<file path="src/rtl/frame_luma_stats.sv">
// Per-frame luma statistics (count, average, min, max, dark count) with a 2-cycle
// delay-matched stream passthrough. Define FLS_DARK_CNT_EN to include the dark-pixel counter.
module frame_luma_stats #(
    parameter int CNT_W   = 22,
    parameter int DARK_TH = 64
) (
    input  logic             clk,
    input  logic             rst_n,
    input  logic [23:0]      i_rgb,
    input  logic             i_de,
    input  logic             i_vs,
    input  logic             i_hs,
    output logic [23:0]      o_rgb,
    output logic             o_de,
    output logic             o_vs,
    output logic             o_hs,
    output logic [7:0]       o_avg_y,
    output logic [7:0]       o_min_y,
    output logic [7:0]       o_max_y,
    output logic [CNT_W-1:0] o_dark_cnt,
    output logic [CNT_W-1:0] o_pix_cnt,
    output logic             o_stat_valid,
    output logic             o_drop
);
    localparam int SUM_W = CNT_W + 8;

    typedef enum logic [1:0] {S_IDLE, S_DIV, S_DONE} state_t;

    logic [23:0] rgb_d1_q, rgb_d2_q;
    logic        de_d1_q, de_d2_q, vs_d1_q, vs_o_q, hs_d1_q, hs_d2_q;
    logic [15:0] prod_r_q, prod_g_q, prod_b_q;
    logic [15:0] y_full;
    logic [7:0]  y_q;
    logic        y_valid_q, vs_d2_q, vs_d3_q, fe;

    // Stream path is deliberately unreset so the 2-cycle latency holds through reset.
    always_ff @(posedge clk) begin
        rgb_d1_q <= i_rgb;
        rgb_d2_q <= rgb_d1_q;
        de_d1_q  <= i_de;
        de_d2_q  <= de_d1_q;
        vs_d1_q  <= i_vs;
        vs_o_q   <= vs_d1_q;
        hs_d1_q  <= i_hs;
        hs_d2_q  <= hs_d1_q;
        prod_r_q <= 16'(i_rgb[23:16]) * 16'd77;
        prod_g_q <= 16'(i_rgb[15:8]) * 16'd150;
        prod_b_q <= 16'(i_rgb[7:0]) * 16'd29;
        y_q      <= 8'(y_full >> 8);
    end

    assign y_full = prod_r_q + prod_g_q + prod_b_q;
    assign o_rgb  = rgb_d2_q;
    assign o_de   = de_d2_q;
    assign o_vs   = vs_o_q;
    assign o_hs   = hs_d2_q;

    always_ff @(posedge clk) begin
        if (!rst_n) begin
            y_valid_q <= 1'b0;
            vs_d2_q   <= 1'b0;
            vs_d3_q   <= 1'b0;
        end else begin
            y_valid_q <= de_d1_q;
            vs_d2_q   <= vs_d1_q;
            vs_d3_q   <= vs_d2_q;
        end
    end

    assign fe = vs_d2_q & ~vs_d3_q;

    logic [CNT_W-1:0] pix_cnt_q, pix_cnt_d, cnt_base;
    logic [SUM_W-1:0] sum_q, sum_d, sum_base;
    logic [SUM_W:0]   sum_ext;
    logic [7:0]       min_q, min_d, min_base, max_q, max_d, max_base;
`ifdef FLS_DARK_CNT_EN
    localparam logic [8:0] DARK_TH_V = 9'(DARK_TH);
    logic [CNT_W-1:0] dark_q, dark_d, dark_base, sh_dark_q;
`endif

    // A frame-end reload and a same-cycle pixel combine: the pixel opens the new frame.
    always_comb begin
        cnt_base  = fe ? '0 : pix_cnt_q;
        sum_base  = fe ? '0 : sum_q;
        min_base  = fe ? 8'hFF : min_q;
        max_base  = fe ? 8'h00 : max_q;
        pix_cnt_d = cnt_base;
        sum_d     = sum_base;
        min_d     = min_base;
        max_d     = max_base;
        sum_ext   = {1'b0, sum_base} + {{(CNT_W + 1){1'b0}}, y_q};
`ifdef FLS_DARK_CNT_EN
        dark_base = fe ? '0 : dark_q;
        dark_d    = dark_base;
`endif
        if (y_valid_q) begin
            pix_cnt_d = (&cnt_base) ? cnt_base : cnt_base + CNT_W'(1);
            sum_d     = sum_ext[SUM_W] ? {SUM_W{1'b1}} : sum_ext[SUM_W-1:0];
            min_d     = (y_q < min_base) ? y_q : min_base;
            max_d     = (y_q > max_base) ? y_q : max_base;
`ifdef FLS_DARK_CNT_EN
            if (({1'b0, y_q} < DARK_TH_V) && !(&dark_base))
                dark_d = dark_base + CNT_W'(1);
`endif
        end
    end

    always_ff @(posedge clk) begin
        if (!rst_n) begin
            pix_cnt_q <= '0;
            sum_q     <= '0;
            min_q     <= 8'hFF;
            max_q     <= 8'h00;
`ifdef FLS_DARK_CNT_EN
            dark_q    <= '0;
`endif
        end else begin
            pix_cnt_q <= pix_cnt_d;
            sum_q     <= sum_d;
            min_q     <= min_d;
            max_q     <= max_d;
`ifdef FLS_DARK_CNT_EN
            dark_q    <= dark_d;
`endif
        end
    end

    state_t           state_q;
    logic [CNT_W-1:0] sh_cnt_q, rem_q, rem_d;
    logic [7:0]       sh_min_q, sh_max_q, lo_q, quot_q;
    logic [2:0]       bit_cnt_q;
    logic             ovf_q, cnt_zero, div_ge;
    logic [CNT_W:0]   trial, diff;

    // Quotient is known to fit 8 bits, so the upper sum bits seed the remainder directly.
    assign cnt_zero = (sh_cnt_q == '0);
    assign trial    = {rem_q, lo_q[7]};
    assign diff     = trial - {1'b0, sh_cnt_q};
    assign div_ge   = (trial >= {1'b0, sh_cnt_q});
    assign rem_d    = CNT_W'(div_ge ? diff : trial);
    assign o_drop   = fe & (state_q != S_IDLE);

    always_ff @(posedge clk) begin
        if (!rst_n) begin
            state_q      <= S_IDLE;
            sh_cnt_q     <= '0;
            sh_min_q     <= 8'h00;
            sh_max_q     <= 8'h00;
            rem_q        <= '0;
            lo_q         <= 8'h00;
            quot_q       <= 8'h00;
            bit_cnt_q    <= 3'd0;
            ovf_q        <= 1'b0;
            o_avg_y      <= 8'h00;
            o_min_y      <= 8'h00;
            o_max_y      <= 8'h00;
            o_pix_cnt    <= '0;
            o_stat_valid <= 1'b0;
`ifdef FLS_DARK_CNT_EN
            sh_dark_q    <= '0;
            o_dark_cnt   <= '0;
`endif
        end else begin
            o_stat_valid <= 1'b0;
            case (state_q)
                S_IDLE: begin
                    if (fe) begin
                        sh_cnt_q  <= pix_cnt_q;
                        sh_min_q  <= min_q;
                        sh_max_q  <= max_q;
                        rem_q     <= sum_q[SUM_W-1:8];
                        lo_q      <= sum_q[7:0];
                        ovf_q     <= (sum_q[SUM_W-1:8] >= pix_cnt_q);
                        quot_q    <= 8'h00;
                        bit_cnt_q <= 3'd0;
`ifdef FLS_DARK_CNT_EN
                        sh_dark_q <= dark_q;
`endif
                        state_q   <= S_DIV;
                    end
                end
                S_DIV: begin
                    if (!cnt_zero && !ovf_q) begin
                        rem_q  <= rem_d;
                        quot_q <= {quot_q[6:0], div_ge};
                    end
                    lo_q      <= lo_q << 1;
                    bit_cnt_q <= bit_cnt_q + 3'd1;
                    if (bit_cnt_q == 3'd7)
                        state_q <= S_DONE;
                end
                S_DONE: begin
                    o_avg_y      <= cnt_zero ? 8'h00 : (ovf_q ? 8'hFF : quot_q);
                    o_min_y      <= cnt_zero ? 8'h00 : sh_min_q;
                    o_max_y      <= cnt_zero ? 8'h00 : sh_max_q;
                    o_pix_cnt    <= sh_cnt_q;
`ifdef FLS_DARK_CNT_EN
                    o_dark_cnt   <= sh_dark_q;
`endif
                    o_stat_valid <= 1'b1;
                    state_q      <= S_IDLE;
                end
                default: state_q <= S_IDLE;
            endcase
        end
    end

`ifndef FLS_DARK_CNT_EN
    assign o_dark_cnt = '0;
`endif

endmodule

</file>
<file path="config.mk">
export PLATFORM = sky130hd
export DESIGN_NAME = frame_luma_stats
export DESIGN_NICKNAME = d
export VERILOG_FILES = /design/src/rtl/frame_luma_stats.sv
export SDC_FILE = /design/constraint.sdc
export NUM_CORES = 1
export LEC_CHECK = 0
export CORE_MARGIN = 2
export CORE_UTILIZATION = 50
export DETAILED_ROUTE_END_ITERATION = 16
export GPL_TIMING_DRIVEN = 0
export PLACE_DENSITY = 0.73
export SLEW_MARGIN = 20
export SYNTH_ARGS = -nofsm -noshare
export SYNTH_HDL_FRONTEND = slang
export SYNTH_SLANG_ARGS = --single-unit
</file>
<file path="constraint.sdc">
create_clock -name clk -period 4.1 [get_ports clk]
set_input_delay 0.82 -clock clk [delete_from_list [all_inputs] [get_ports clk]]
set_output_delay 0.82 -clock clk [all_outputs]
set_load 0.01 [all_outputs]
</file>
# == Word-level counts from Yosys, hierarchy flattened ==
# Index checks and enable logic that the tools add are counted.
# Widths: inputs -> output; s select.
# totals
reg_bits,305
latch_bits,0
ram_bits,0
romBits,0
output_inout_bits,97
elab_cells,98
mem_count,0
# classes
addsub,6
multipliers,3
n_div,0
n_lt_le_gt_ge,4
n_eq_ne,6
shifts,0
n_mux,31
bitwise,3
n_reduce_logical,12
# op_table
operator,count
$mux 22,6
$mux 8,13
$mux 30,3
$pmux 22 s2,1
$pmux 8 s2,2
$add 30x8->31,1
$mul 8x7->15 const B,2
$ge 23x22->1,1
$add 22x1->22 const B,1
$ge 22x22->1,1
$logic_not 22->1,1
$reduce_and 22->1,1
$sub 22x22->22,1
$add 15x16->16,1
$add 16x13->16,1
$mul 8x5->13 const B,1
$gt 8x8->1,1
$lt 8x8->1,1
$ne 2x2->1 const B,3
$pmux 3 s2,1
$reduce_and 2->1,3
$mux 2,2
$pmux 2 s2,1
$reduce_bool 2->1,2
other kinds (12),14

# == Longest topological paths before layout ==
# logic_depth
word_depth,6
mapped_depth,17
ltp_nobuf,16

# == Worst setup path after synthesis ==
# Ideal clock, no wire load.
# synth_timing
path_type,input -> register
start,in i_rgb[20]
end,reg prod_r_q[13]
setup_time_ps,122
t_arrival_ps,4004
t_required_ps,3978
path_slack_ps,-26
path_stages,14
n_path_buf,0
path_cell_list,ha_1 -> ha_1 -> inv_1 -> fa_1 -> fa_1 -> inv_1 -> ha_1 -> a21boi_0 -> o21ai_0 -> a21boi_0 -> o21ai_0 -> a21boi_0 -> nor4_1 -> a311o_1
# synth_via
elab_chain_len,1
# synth_lines
item,line_no,text
start: declaration,9,"input logic [23:0] i_rgb,"
$mul 8x7->15,46,prod_r_q <= 16'(i_rgb[23:16]) * 16'd77;
end signal: assignment,46,
end: declaration,31,"logic [15:0] prod_r_q, prod_g_q, prod_b_q;"
# No other way between the ends.
# A chain may end at the register's enable or synchronous reset.

# == Final worst setup path ==
# layout_timing
start,in i_rgb[12]
end,reg prod_g_q[15]
# layout_via
elab_chain_len,1
# layout_lines
item,line_no,text
$mul 8x7->15,47,prod_g_q <= 16'(i_rgb[15:8]) * 16'd150;
end signal: assignment,47,
end: declaration,31,
# No other way between the ends.

==> run metrics <==
top_reg_cell synth=dfxtp_1; first-pass GRT wire length=65.0 mm; initial core utilization=0.509; Clock transition at path regs=0.06 ns; post-route ant nets=0; most frequent cells in the layout=dfxtp_1, nand2_1, ha_1; Final Skew=0.0206 ns; TritonCTS buffer count=34; area grow syn2layout=17.5%; Routed WL=40.1 mm; GRT Total Usage=0.239; total vias in the final route=13,300; 1st-iter DRT viols=958; diode count=0; Worst slew margin=0.242; Fill cells=2,766; critical path depth=14; leak pwr=7.86 nW; Gate Count Post-Synth=1,815; initial antenna violation count=0; Mean Syn Cell Area=8.85 um^2; non-filler cells, final=2,403; Worst Setup End Kind=flip-flop; Die Width=183 um; pin count of the biggest net entering global routing=20; Pwr per Cell Area=515 nW/um^2; drt pass-1 iters=7; H-tree depth=2; WP data required=4.48 ns; actual slew at the worst max-slew pin=1.13 ns; Hold Path Cell Cnt=0; wire length per cell=16.7 um; hold_ws=0.325 ns; cells along the critical path=clkdlybuf4s50_1 -> ha_1 -> ha_1 -> inv_1 -> fa_1 -> fa_1 -> inv_1 -> ha_1 -> a21oi_2 -> o21bai_1 -> a21oi_1 -> nor2_1 -> a211oi_2 -> a21oi_1; Synth warnings=0; Tcrit/Tclk final=0.964; TritonCTS clock tree=yes; Synth async-reset ratio=0; Post-CTS Hold Fix Bufs=0; routability congestion estimate=0.924; Final Hold Viols=0; Reg area=6010 um^2; # setup viols final=0; Distinct cells, synth=67; # clock sinks=300; IO Pins=126; Clk Latency, worst-skew pair=0.52 ns; nets@finish=2,228; Core Area=31,600 um^2; WP data arrival=4.34 ns; number of synthesized flops with an enable pin=0; slowest stage cell, crit path=clkdlybuf4s50_1; post-layout util=0.598; CTS Root Cell=clkbuf_16; CP dominant cell by count=ha_1; CP Class=input port to flip-flop; Worst Path Max Fanout=5; CP top delay family=adder cells; Place WS=-0.892 ns; Port Buf Inserts=103; WP buf/inv=3; vias in the first global route=13,100; max-slew violation count=0; Remaining Overflow, GRT=0; reg2reg path depth=14; share of post-route cells with drive strength above 1=0.0655; outcome=completed; total of max-cap violations=0; DRC viols=0; Worst Setup Start Kind=input port; Final HPWL DP=30.6 mm; Multi-input gate area=9130 um^2; max incr delay on CP=0.52 ns; synthesis-stage register bit count=300; Die Y=183 um; DP Cell Count=2,341; Synth Cell Area=16,100 um^2; total power draw=9.71 mW; commonest non-fill, non-tap cell in the layout=dfxtp_1; die area=33,600 um^2; final worst slack=0.147 ns; min cycle time layout=3.95 ns; vias per inst=5.55; worst-case clock buffer depth=3; sequential cell area fraction in the yosys report=0.374; Rows=65; Max VDD drop=0.400 mV; worst min path class=flip-flop to flip-flop; Fmax=0.253 GHz
==> path summary, 6_finish.rpt <==
kind          startpoint  slack [ns]            to
min reg2reg  rgb_d1_q[9]        0.32      o_rgb[9]
max            i_rgb[12]        0.15  prod_g_q[15]
max reg2reg      vs_d3_q        0.30     sum_q[28]
min          rgb_d1_q[9]        0.32      o_rgb[9]
==> final cells by class <==
| cell class | count | area share |
|---|---|---|
| multi-input combinational | 1290 | 0.484 |
| inverter | 147 | 0.0293 |
| clock buffer | 40 | 0.0490 |
| buffer | 97 | 0.0252 |
| tap | 402 | 0.0267 |
| sequential | 300 | 0.318 |
| timing repair buffer | 106 | 0.0556 |
| clock inverter | 21 | 0.0119 |
==> cells in the mapped netlist (18+ instances only) <==
master	number	area (um^2)
fa_1	40	801
o21ai_0	44	220
xnor2_1	58	508
o211ai_1	18	135
inv_1	147	552
nand3_1	61	305
a21o_1	20	150
nand2_1	241	905
xor2_1	20	175
clkbuf_1	55	206
a21oi_1	183	916
dfxtp_1	300	6010
nor2_1	107	402
buf_4	23	173
nor3_1	24	120
and2_1	18	113
ha_1	183	2290
mux2i_1	18	180
==> per-stage QoR <==
stage / setup TNS [ns] / cell area, um^2
finish: 0 / 18900
global route: -0.0115 / 18900
CTS: 0 / 18800
detailed placement: -11.23 / 17700
global placement: -8.51 / 17700
floorplan: 0 / 16100
==> flip-flops by register name, indices dropped and copies added, names as in the netlist, 11 cells and up <==
name       cells
o_pix_cnt     22
o_rgb         24
pix_cnt_q     22
prod_b_q      11
prod_g_q      14
prod_r_q      13
rem_q         22
rgb_d1_q      24
sh_cnt_q      22
sum_q         30
==> what timing repair did <==
item	4_1_cts	5_1_grt
hold endpoints to repair	0	0
endpoints found under the setup margin	22	29
cloned	0	0
gates resized for setup	8	16
setup buffers	1	2
pin swaps	1	3
==> cells by family after synthesis <==
logic type / Yosys count / share of synthesized area
other: 1 / 0.000234
buffers and inverters: 246 / 0.0641
adder cells (fa/ha/maj): 223 / 0.193
AO/OA/AOI/OAI: 393 / 0.156
XOR/XNOR: 78 / 0.0426
AND/OR/NAND/NOR: 555 / 0.158
flip-flops: 300 / 0.374
multiplexers: 19 / 0.0119
==> where the power goes <==
group | switching [mW] | internal (mW) | leakage, nW
clock | 1.26 | 1.88 | 0.568
sequential | 0.248 | 3.25 | 2.46
combinational | 1.68 | 1.40 | 4.83
total | 3.18 | 6.53 | 7.86
==> routing by layer <==
layer	vias to the layer above	wire length, um	GRT usage
li1	6544	-	-
met1	6256	17700	0.309
met2	434	18900	0.408
met3	94	2260	0.0330
met4	0	1280	0.0854
met5	-	0	0
(Power assumes the default switching activity.)
